[src/rtl/hazard_ctrl_pkg.sv]
// Shared definitions for the hazard controller: default widths, flush shadow
// length and the controller state encoding.
package hazard_ctrl_pkg;

    localparam int REG_ADDR_WIDTH_DEF  = 5;
    localparam int INST_ADDR_WIDTH_DEF = 32;
    localparam int FLUSH_CYCLES_DEF    = 1;
    localparam int CNT_WIDTH_DEF       = 32;

    typedef enum logic {
        HZ_RUN    = 1'b0,
        HZ_SHADOW = 1'b1
    } hz_state_e;

endpackage

[src/rtl/hazard_ctrl_sat_counter.sv]
// Event counter that sticks at all-ones instead of wrapping.
module sat_counter #(
    parameter int CNT_WIDTH = 32
) (
    input  logic                 clk,
    input  logic                 rst,
    input  logic                 inc,
    output logic [CNT_WIDTH-1:0] count
);

    logic [CNT_WIDTH-1:0] count_r;

    // count register, held once it reaches the top code
    always_ff @(posedge clk or posedge rst) begin
        if (rst) begin
            count_r <= {CNT_WIDTH{1'b0}};
        end else if (inc && (count_r != {CNT_WIDTH{1'b1}})) begin
            count_r <= count_r + {{(CNT_WIDTH-1){1'b0}}, 1'b1};
        end else begin
            count_r <= count_r;
        end
    end

    assign count = count_r;

endmodule

[src/rtl/hazard_ctrl.sv]
// ID/EX hazard controller: load-use stall detection, taken-branch redirect
// with an optional multi-cycle IF/ID flush shadow, and saturating event counters.
module hazard_ctrl
    import hazard_ctrl_pkg::*;
#(
    parameter int REG_ADDR_WIDTH  = REG_ADDR_WIDTH_DEF,
    parameter int INST_ADDR_WIDTH = INST_ADDR_WIDTH_DEF,
    parameter int FLUSH_CYCLES    = FLUSH_CYCLES_DEF,
    parameter int CNT_WIDTH       = CNT_WIDTH_DEF
) (
    input  logic                       clk,
    input  logic                       rst,
    input  logic [REG_ADDR_WIDTH-1:0]  id_rs1,
    input  logic [REG_ADDR_WIDTH-1:0]  id_rs2,
    input  logic                       id_uses_rs1,
    input  logic                       id_uses_rs2,
    input  logic [REG_ADDR_WIDTH-1:0]  ex_rd,
    input  logic                       ex_memread,
    input  logic                       ex_regwrite,
    input  logic                       ex_branch_taken,
    input  logic [INST_ADDR_WIDTH-1:0] ex_branch_target,
    output logic                       pc_write,
    output logic                       pc_sel,
    output logic [INST_ADDR_WIDTH-1:0] pc_target,
    output logic                       if_id_write,
    output logic                       if_id_flush,
    output logic                       id_ex_bubble,
    output logic [CNT_WIDTH-1:0]       stall_cnt,
    output logic [CNT_WIDTH-1:0]       flush_cnt
);

    // Shadow cycles remaining after the branch cycle itself.
    localparam logic [1:0] FLUSH_RELOAD = 2'(FLUSH_CYCLES - 1);

    hz_state_e  state_r;
    hz_state_e  state_nxt_s;
    logic [1:0] flush_left_r;
    logic [1:0] flush_left_nxt_s;
    logic       lu_s;
    logic       stall_inc_s;
    logic       flush_inc_s;

    // An x0 destination can never create a real dependency.
    assign lu_s = ex_memread & ex_regwrite & (ex_rd != {REG_ADDR_WIDTH{1'b0}}) &
                  ((id_uses_rs1 & (id_rs1 == ex_rd)) |
                   (id_uses_rs2 & (id_rs2 == ex_rd)));

    // state and shadow down-counter registers
    always_ff @(posedge clk or posedge rst) begin
        if (rst) begin
            state_r      <= HZ_RUN;
            flush_left_r <= 2'd0;
        end else begin
            state_r      <= state_nxt_s;
            flush_left_r <= flush_left_nxt_s;
        end
    end

    // next-state and pipeline control, priority branch > shadow > load-use
    always_comb begin
        state_nxt_s      = state_r;
        flush_left_nxt_s = flush_left_r;
        pc_write         = 1'b1;
        pc_sel           = 1'b0;
        if_id_write      = 1'b1;
        if_id_flush      = 1'b0;
        id_ex_bubble     = 1'b0;
        stall_inc_s      = 1'b0;
        flush_inc_s      = 1'b0;
        if (rst) begin
            state_nxt_s      = HZ_RUN;
            flush_left_nxt_s = 2'd0;
        end else if (ex_branch_taken) begin
            // The ID instruction is squashed, so a coincident load-use is moot.
            pc_sel       = 1'b1;
            if_id_flush  = 1'b1;
            id_ex_bubble = 1'b1;
            flush_inc_s  = 1'b1;
            if (FLUSH_CYCLES > 1) begin
                state_nxt_s      = HZ_SHADOW;
                flush_left_nxt_s = FLUSH_RELOAD;
            end else begin
                state_nxt_s      = HZ_RUN;
                flush_left_nxt_s = 2'd0;
            end
        end else begin
            case (state_r)
                HZ_SHADOW: begin
                    if_id_flush  = 1'b1;
                    id_ex_bubble = 1'b1;
                    if (flush_left_r <= 2'd1) begin
                        state_nxt_s      = HZ_RUN;
                        flush_left_nxt_s = 2'd0;
                    end else begin
                        flush_left_nxt_s = flush_left_r - 2'd1;
                    end
                end
                HZ_RUN: begin
                    if (lu_s) begin
                        pc_write     = 1'b0;
                        if_id_write  = 1'b0;
                        id_ex_bubble = 1'b1;
                        stall_inc_s  = 1'b1;
                    end else begin
                        stall_inc_s  = 1'b0;
                    end
                end
                default: begin
                    state_nxt_s      = HZ_RUN;
                    flush_left_nxt_s = 2'd0;
                end
            endcase
        end
    end

    assign pc_target = pc_sel ? ex_branch_target : {INST_ADDR_WIDTH{1'b0}};

    sat_counter #(.CNT_WIDTH(CNT_WIDTH)) u_stall_cnt (
        .clk   (clk),
        .rst   (rst),
        .inc   (stall_inc_s),
        .count (stall_cnt)
    );

    sat_counter #(.CNT_WIDTH(CNT_WIDTH)) u_flush_cnt (
        .clk   (clk),
        .rst   (rst),
        .inc   (flush_inc_s),
        .count (flush_cnt)
    );

endmodule

[config.mk]
export PLATFORM = sky130hd
export DESIGN_NAME = hazard_ctrl
export DESIGN_NICKNAME = d
export VERILOG_FILES = /design/src/rtl/hazard_ctrl_pkg.sv /design/src/rtl/hazard_ctrl_sat_counter.sv /design/src/rtl/hazard_ctrl.sv
export SDC_FILE = /design/constraint.sdc
export NUM_CORES = 1
export LEC_CHECK = 0
export ABC_AREA = 1
export CAP_MARGIN = 30
export CORE_MARGIN = 4
export CORE_UTILIZATION = 40
export DETAILED_ROUTE_END_ITERATION = 6
export PLACE_DENSITY = 0.7
export SLEW_MARGIN = 5
export SYNTH_ARGS = -nofsm -noshare
export SYNTH_HDL_FRONTEND = slang
export SYNTH_HIERARCHICAL = 1
export SYNTH_SLANG_ARGS = --single-unit
export TNS_END_PERCENT = 10
[constraint.sdc]
create_clock -name clk -period 4.2 [get_ports clk]
set_input_delay 1.05 -clock clk [delete_from_list [all_inputs] [get_ports clk]]
set_output_delay 1.05 -clock clk [all_outputs]
set_load 0.05 [all_outputs]
==> results of run 1 <==
how the worst max path moves through the flow:
stage | cells past startpoint | startpoint | to
2_1_floorplan | 5 | ex_branch_taken | pc_target[0]
3_3_place_gp | 6 | ex_branch_taken | pc_target[10]
3_5_place_dp | 5 | rst | pc_target[7]
4_1_cts | 5 | rst | pc_target[7]
5_1_grt | 5 | rst | pc_target[15]
6_report | 6 | ex_branch_taken | pc_target[15]
metal layers:
layer / vias up / part of all wire / track usage
li1: 2886 / - / -
met1: 2420 / 0.47 / 0.2715
met2: 181 / 0.44 / 0.3112
met3: 24 / 0.075 / 0.04271
met4: 0 / 0.022 / 0.07843
met5: - / 0 / 0
state kept, by name, indices dropped and copies added, names as in the netlist:
signal and count:
u_stall_cnt/count 32, state_r 1, flush_left_r 2, u_flush_cnt/count 32
power breakdown:
part | internal, W | switching, W | leakage, nW
logic | 0.000155 | 0.000226 | 2.53
clock network | 0.000488 | 0.000273 | 0.146
registers | 0.000665 | 0.0000310 | 0.931
through the flow:
step / setup slack, ns / util / power (W) / hold WS [ns]
floorplan: 0.5572 / - / 0.0009183 / 0.4545
finish: 0.5559 / 0.5871 / 0.001837 / 0.4990
global route: 0.3512 / 0.5871 / 0.001910 / 0.5163
CTS: 0.4872 / 0.5871 / 0.001865 / 0.4941
global placement: 0.5144 / 0.5637 / 0.001086 / 0.4842
detailed placement: 0.4853 / 0.5637 / 0.001089 / 0.4822
logic make-up after synthesis:
family / Yosys count / share of synthesized area
AOI/OAI and AO/OA: 9 / 0.009213
xor gates and xnor gates: 24 / 0.04073
adders and majority gates: 2 / 0.004848
buffers and inverters: 128 / 0.1110
DFF: 67 / 0.3248
and+or+nand+nor: 638 / 0.5093
area by class of cell:
cell class,count,area [µm²]
Tap cell,172,215.2
Clock buffer,13,260.3
Timing Repair Buffer,158,1882
Fill cell,1229,5211
Clock inverter,2,35.03
Sequential cell,67,1677
Inverter,112,420.4
Multi-Input combinational cell,673,2919
cell usage in the layout, fill, tap and decap left out, types with 4 or more instances in the layout:
master and n:
nand2_1 417, xor2_1 12, inv_2 6, nand3_1 37
xnor2_1 12, nand2_2 8, buf_12 32, nand2_4 4
nand3b_1 4, nand4_1 4, clkbuf_16 9, nor3_1 4
dfrtp_1 67, clkdlybuf4s50_1 118, buf_4 8, o21ai_0 6
inv_1 106, nor2_1 143, nor2_2 11
synthesized netlist by cell type, drive strengths merged:
cell type / count
a21oi: 2
xnor2: 12
inv: 112
nor3: 4
o21ai: 6
buf: 16
o31ai: 1
ha: 2
xor2: 12
nand3: 37
nand4: 4
nand3b: 6
dfrtp: 67
nor2: 158
nand2: 429
worst max-delay path: stages:
cell and delay [ns]:
clkdlybuf4s50_1 0.48, inv_1 0.06, nor2_2 0.28, inv_2 0.28
nor2_1 0.26, buf_12 0.17
==> qor.yml, run 1 <==
syn_avg_cell_area_um2: 5.946
dieArea_um2: 14780
ant_nets: 0
yosysWarnings: 6
synth_sequential_area_ratio: 0.3248
fin_crit_sh: 0.8676
synth-seq-cells: 67
grt_util_all_layers: 0.1996
num_io_pins: 155
synth_cell_types: 25
ir_drop_v: 0.0001927
start_util: 0.4090
antenna_found_initial: 0
tightest_slew_ns: 0.6268
slew_violations: 0
cts_tree: "yes"
syn_nets: 924
numCtsBuffers: 9
post-cts-setup-buffers: 0
fin_setup_tns_ns: 0
clk_latency_ns: 0.34
p_leak_nw: 3.610
status: "complete, no violations"
synth_area_leaders: "dfrtp_1, nand2_1, nor2_1"
drt-initial-drc-count: 367
cp-start-kind: "input port"
cp.required_ns: 3.15
fin_area_um2: 7408
drv_cap: 0
die_h_um: 121.6
r2r_slack_ns: 2.15
max_freq_mhz: 274.4
synth_area_leader_cell: "dfrtp_1"
r2r_start: "u_flush_cnt/count[0]$_DFFE_PP0P_"
grt_max_degree: 33
cp.arrival_ns: 2.59
slew_headroom: 0.5816
vias: 5511
setup_viol: 0
wl_per_cell_um: 12.28
ctsHoldBuffers: 0
yosysTopAreaCellShare: 0.3248
area_growth_syn_to_layout_pct: 43.54
clock-root-buffer: "clkbuf_16"
drive_gt1_frac: 0.08780
first_pass_iters: 5
hpwl_mm: 11.64
hold_viol: 0
nNetsFinal: 1077
hold_end: "flush_left_r[0]$_DFFE_PP0P_"
port_buffers: 154
gp_congestion: 0.8948
fin_crit_ns: 3.644
fin_cells: 1197
viasPerCell: 4.604
whs_path_depth: 1
cp_max_fo: 32
htreeDepth: 3
die_x_um: 121.6
clk_path_buf_depth: 2
synth_area_um2: 5161
finalClockSkew_ns: 0.004377
hold_class: "reg -> reg"
critical_path.endpoint_type: "output port"
routed_wirelength_mm: 14.70
p_per_area_nw_per_um2: 247.9
cts.sinks: 67
grt_pass1_wl_mm: 23.67
regToRegEndpoint: "u_flush_cnt/count[26]$_DFFE_PP0P_"
num_rows: 41
grt_pass1_vias: 4847
r2r.worst_path.cells: 9
postSynthCellCount: 868
path_class: "in -> out"
min-delay-start: "flush_left_r[0]$_DFFE_PP0P_"
core_um2: 12620
grt_setup_unrepaired: "false"
route.detailed.drc: 0
clk_pin_slew_ns: 0.05
place_area_um2: 7113
place_inst: 1182
post_cts_resized: 0
overflow: 0
antenna_cells: 0
(Power assumes the default switching activity.)
==> run 2, diff against run 1 <==
Settings changed: CELL_PAD_IN_SITES_DETAIL_PLACEMENT set to 0, CELL_PAD_IN_SITES_GLOBAL_PLACEMENT set to 2, CORE_UTILIZATION 40 to 26, PLACE_DENSITY 0.7 to unset, PLACE_DENSITY_LB_ADDON set to 0.1.
==> run 2 against run 1 <==
Compared with the run above: clock skew increased by 0.0027 ns; largest power group unchanged; wire length increased by 17%; final area increased by 2.1%; highest routed layer unchanged; clock power increased by 10%.
==> qor.yml, run 2 (synthesis gave the netlist of run 1 again) <==
viasPerCell: 4.161
ir_drop_v: 0.0001766
start_util: 0.2652
cp.arrival_ns: 2.56
critical_path.endpoint_type: "output port"
r2r.worst_path.cells: 9
routed_wirelength_mm: 17.16
cts_tree: "yes"
cp.required_ns: 3.15
wl_per_cell_um: 13.28
nNetsFinal: 1078
cts.sinks: 67
tightest_slew_ns: 0.5346
area_growth_syn_to_layout_pct: 46.62
whs_path_depth: 1
first_pass_iters: 4
crit_slowest_cell: "clkdlybuf4s50_1"
clk_path_buf_depth: 2
final_core_util: 0.3888
hold_viol: 0
place_area_um2: 7249
numCtsBuffers: 9
drive_gt1_frac: 0.09153
grt_max_degree: 33
gp_congestion: 0.7780
cp-start-kind: "input port"
ant_nets: 0
htreeDepth: 3
vias: 5376
clk_pin_slew_ns: 0.06
ctsHoldBuffers: 0
antenna_cells: 0
overflow: 0
p_per_area_nw_per_um2: 253.8
fin_crit_ns: 3.612
clock-root-buffer: "clkbuf_16"
regToRegEndpoint: "u_flush_cnt/count[11]$_DFFE_PP0P_"
fin_crit_sh: 0.8599
hold_class: "reg -> reg"
r2r_start: "u_flush_cnt/count[0]$_DFFE_PP0P_"
worstPathCellList: "clkdlybuf4s50_1 > nor2_1 > nor2_1 > clkdlybuf4s50_1"
setup_viol: 0
grt_pass1_vias: 5221
fin_area_um2: 7567
cpPeakStageDelay_ns: 0.82
die_h_um: 148.9
post-cts-setup-buffers: 0
die_x_um: 148.9
slew_headroom: 0.6425
min-delay-start: "flush_left_r[0]$_DFFE_PP0P_"
grt_util_all_layers: 0.1584
core_um2: 19460
drt-initial-drc-count: 221
p_leak_nw: 3.620
slew_violations: 0
cp_max_fo: 4
fillerInstances: 2102
status: "complete, no violations"
num_io_pins: 155
route.detailed.drc: 0
drv_cap: 0
hold_end: "flush_left_r[0]$_DFFE_PP0P_"
finalClockSkew_ns: 0.007045
grt_pass1_wl_mm: 27.92
final_common_cell: "nand2_1"
post_cts_resized: 0
r2r_slack_ns: 2.09
max_freq_mhz: 276.9
fin_setup_tns_ns: 0
port_buffers: 154
hpwl_mm: 13.39
path_class: "in -> out"
grt_setup_unrepaired: "false"
layout_common_cells: "nand2_1, nor2_1, clkdlybuf4s50_1"
antenna_found_initial: 0
num_rows: 51
dieArea_um2: 22170
clk_latency_ns: 0.34
-- run 2: per-layer routing --
metal,global-route usage,up-vias,wire length (µm),share of wire
li1,-,2892,-,-
met1,0.2303,2343,8848,0.52
met2,0.2408,130,7167,0.42
met3,0.03403,11,965,0.056
met4,0.03661,0,176,0.010
met5,0,-,0,0
-- run 2: area by class of cell --
cell class	instances	area, µm²	share of cell area
Tap cell	265	331.6	0.04382
Clock buffer	9	225.2	0.02976
Sequential cell	67	1677	0.2216
Inverter	112	420.4	0.05556
Timing Repair Buffer	159	1902	0.2513
Multi-Input combinational cell	673	2919	0.3857
Clock inverter	7	92.59	0.01224
-- run 2: worst max path at each step --
stage,startpoint,end,slack (ns)
floorplan,ex_branch_taken,pc_target[0],0.56
global placement,ex_branch_taken,if_id_flush,0.60
global route,ex_branch_taken,if_id_flush,0.51
finish,ex_branch_taken,if_id_flush,0.59
CTS,ex_branch_taken,if_id_flush,0.58
detailed placement,ex_branch_taken,if_id_flush,0.59
-- run 2: critical path, delay by kind of cell --
family	cells	cell delay (ns)
buffers and inverters	2	1.30
AND/OR/NAND/NOR	2	0.21
-- run 2: power by group --
part / internal, W / switching (W)
clock network: 0.000518 / 0.000321
logic: 0.000156 / 0.000231
registers: 0.000664 / 0.0000310
total: 0.00134 / 0.000583
-- run 2: metrics by stage --
step                total power, W  hold slack [ns]  worst slack (ns)  std cells
floorplan                0.0009183           0.4545            0.5572        868
detailed placement        0.001100           0.4840            0.5852       1276
global route              0.002009           0.5254            0.5086       1292
CTS                       0.001960           0.4918            0.5805       1292
global placement          0.001101           0.4883            0.5959       1276
finish                    0.001921           0.4840            0.5884       1292
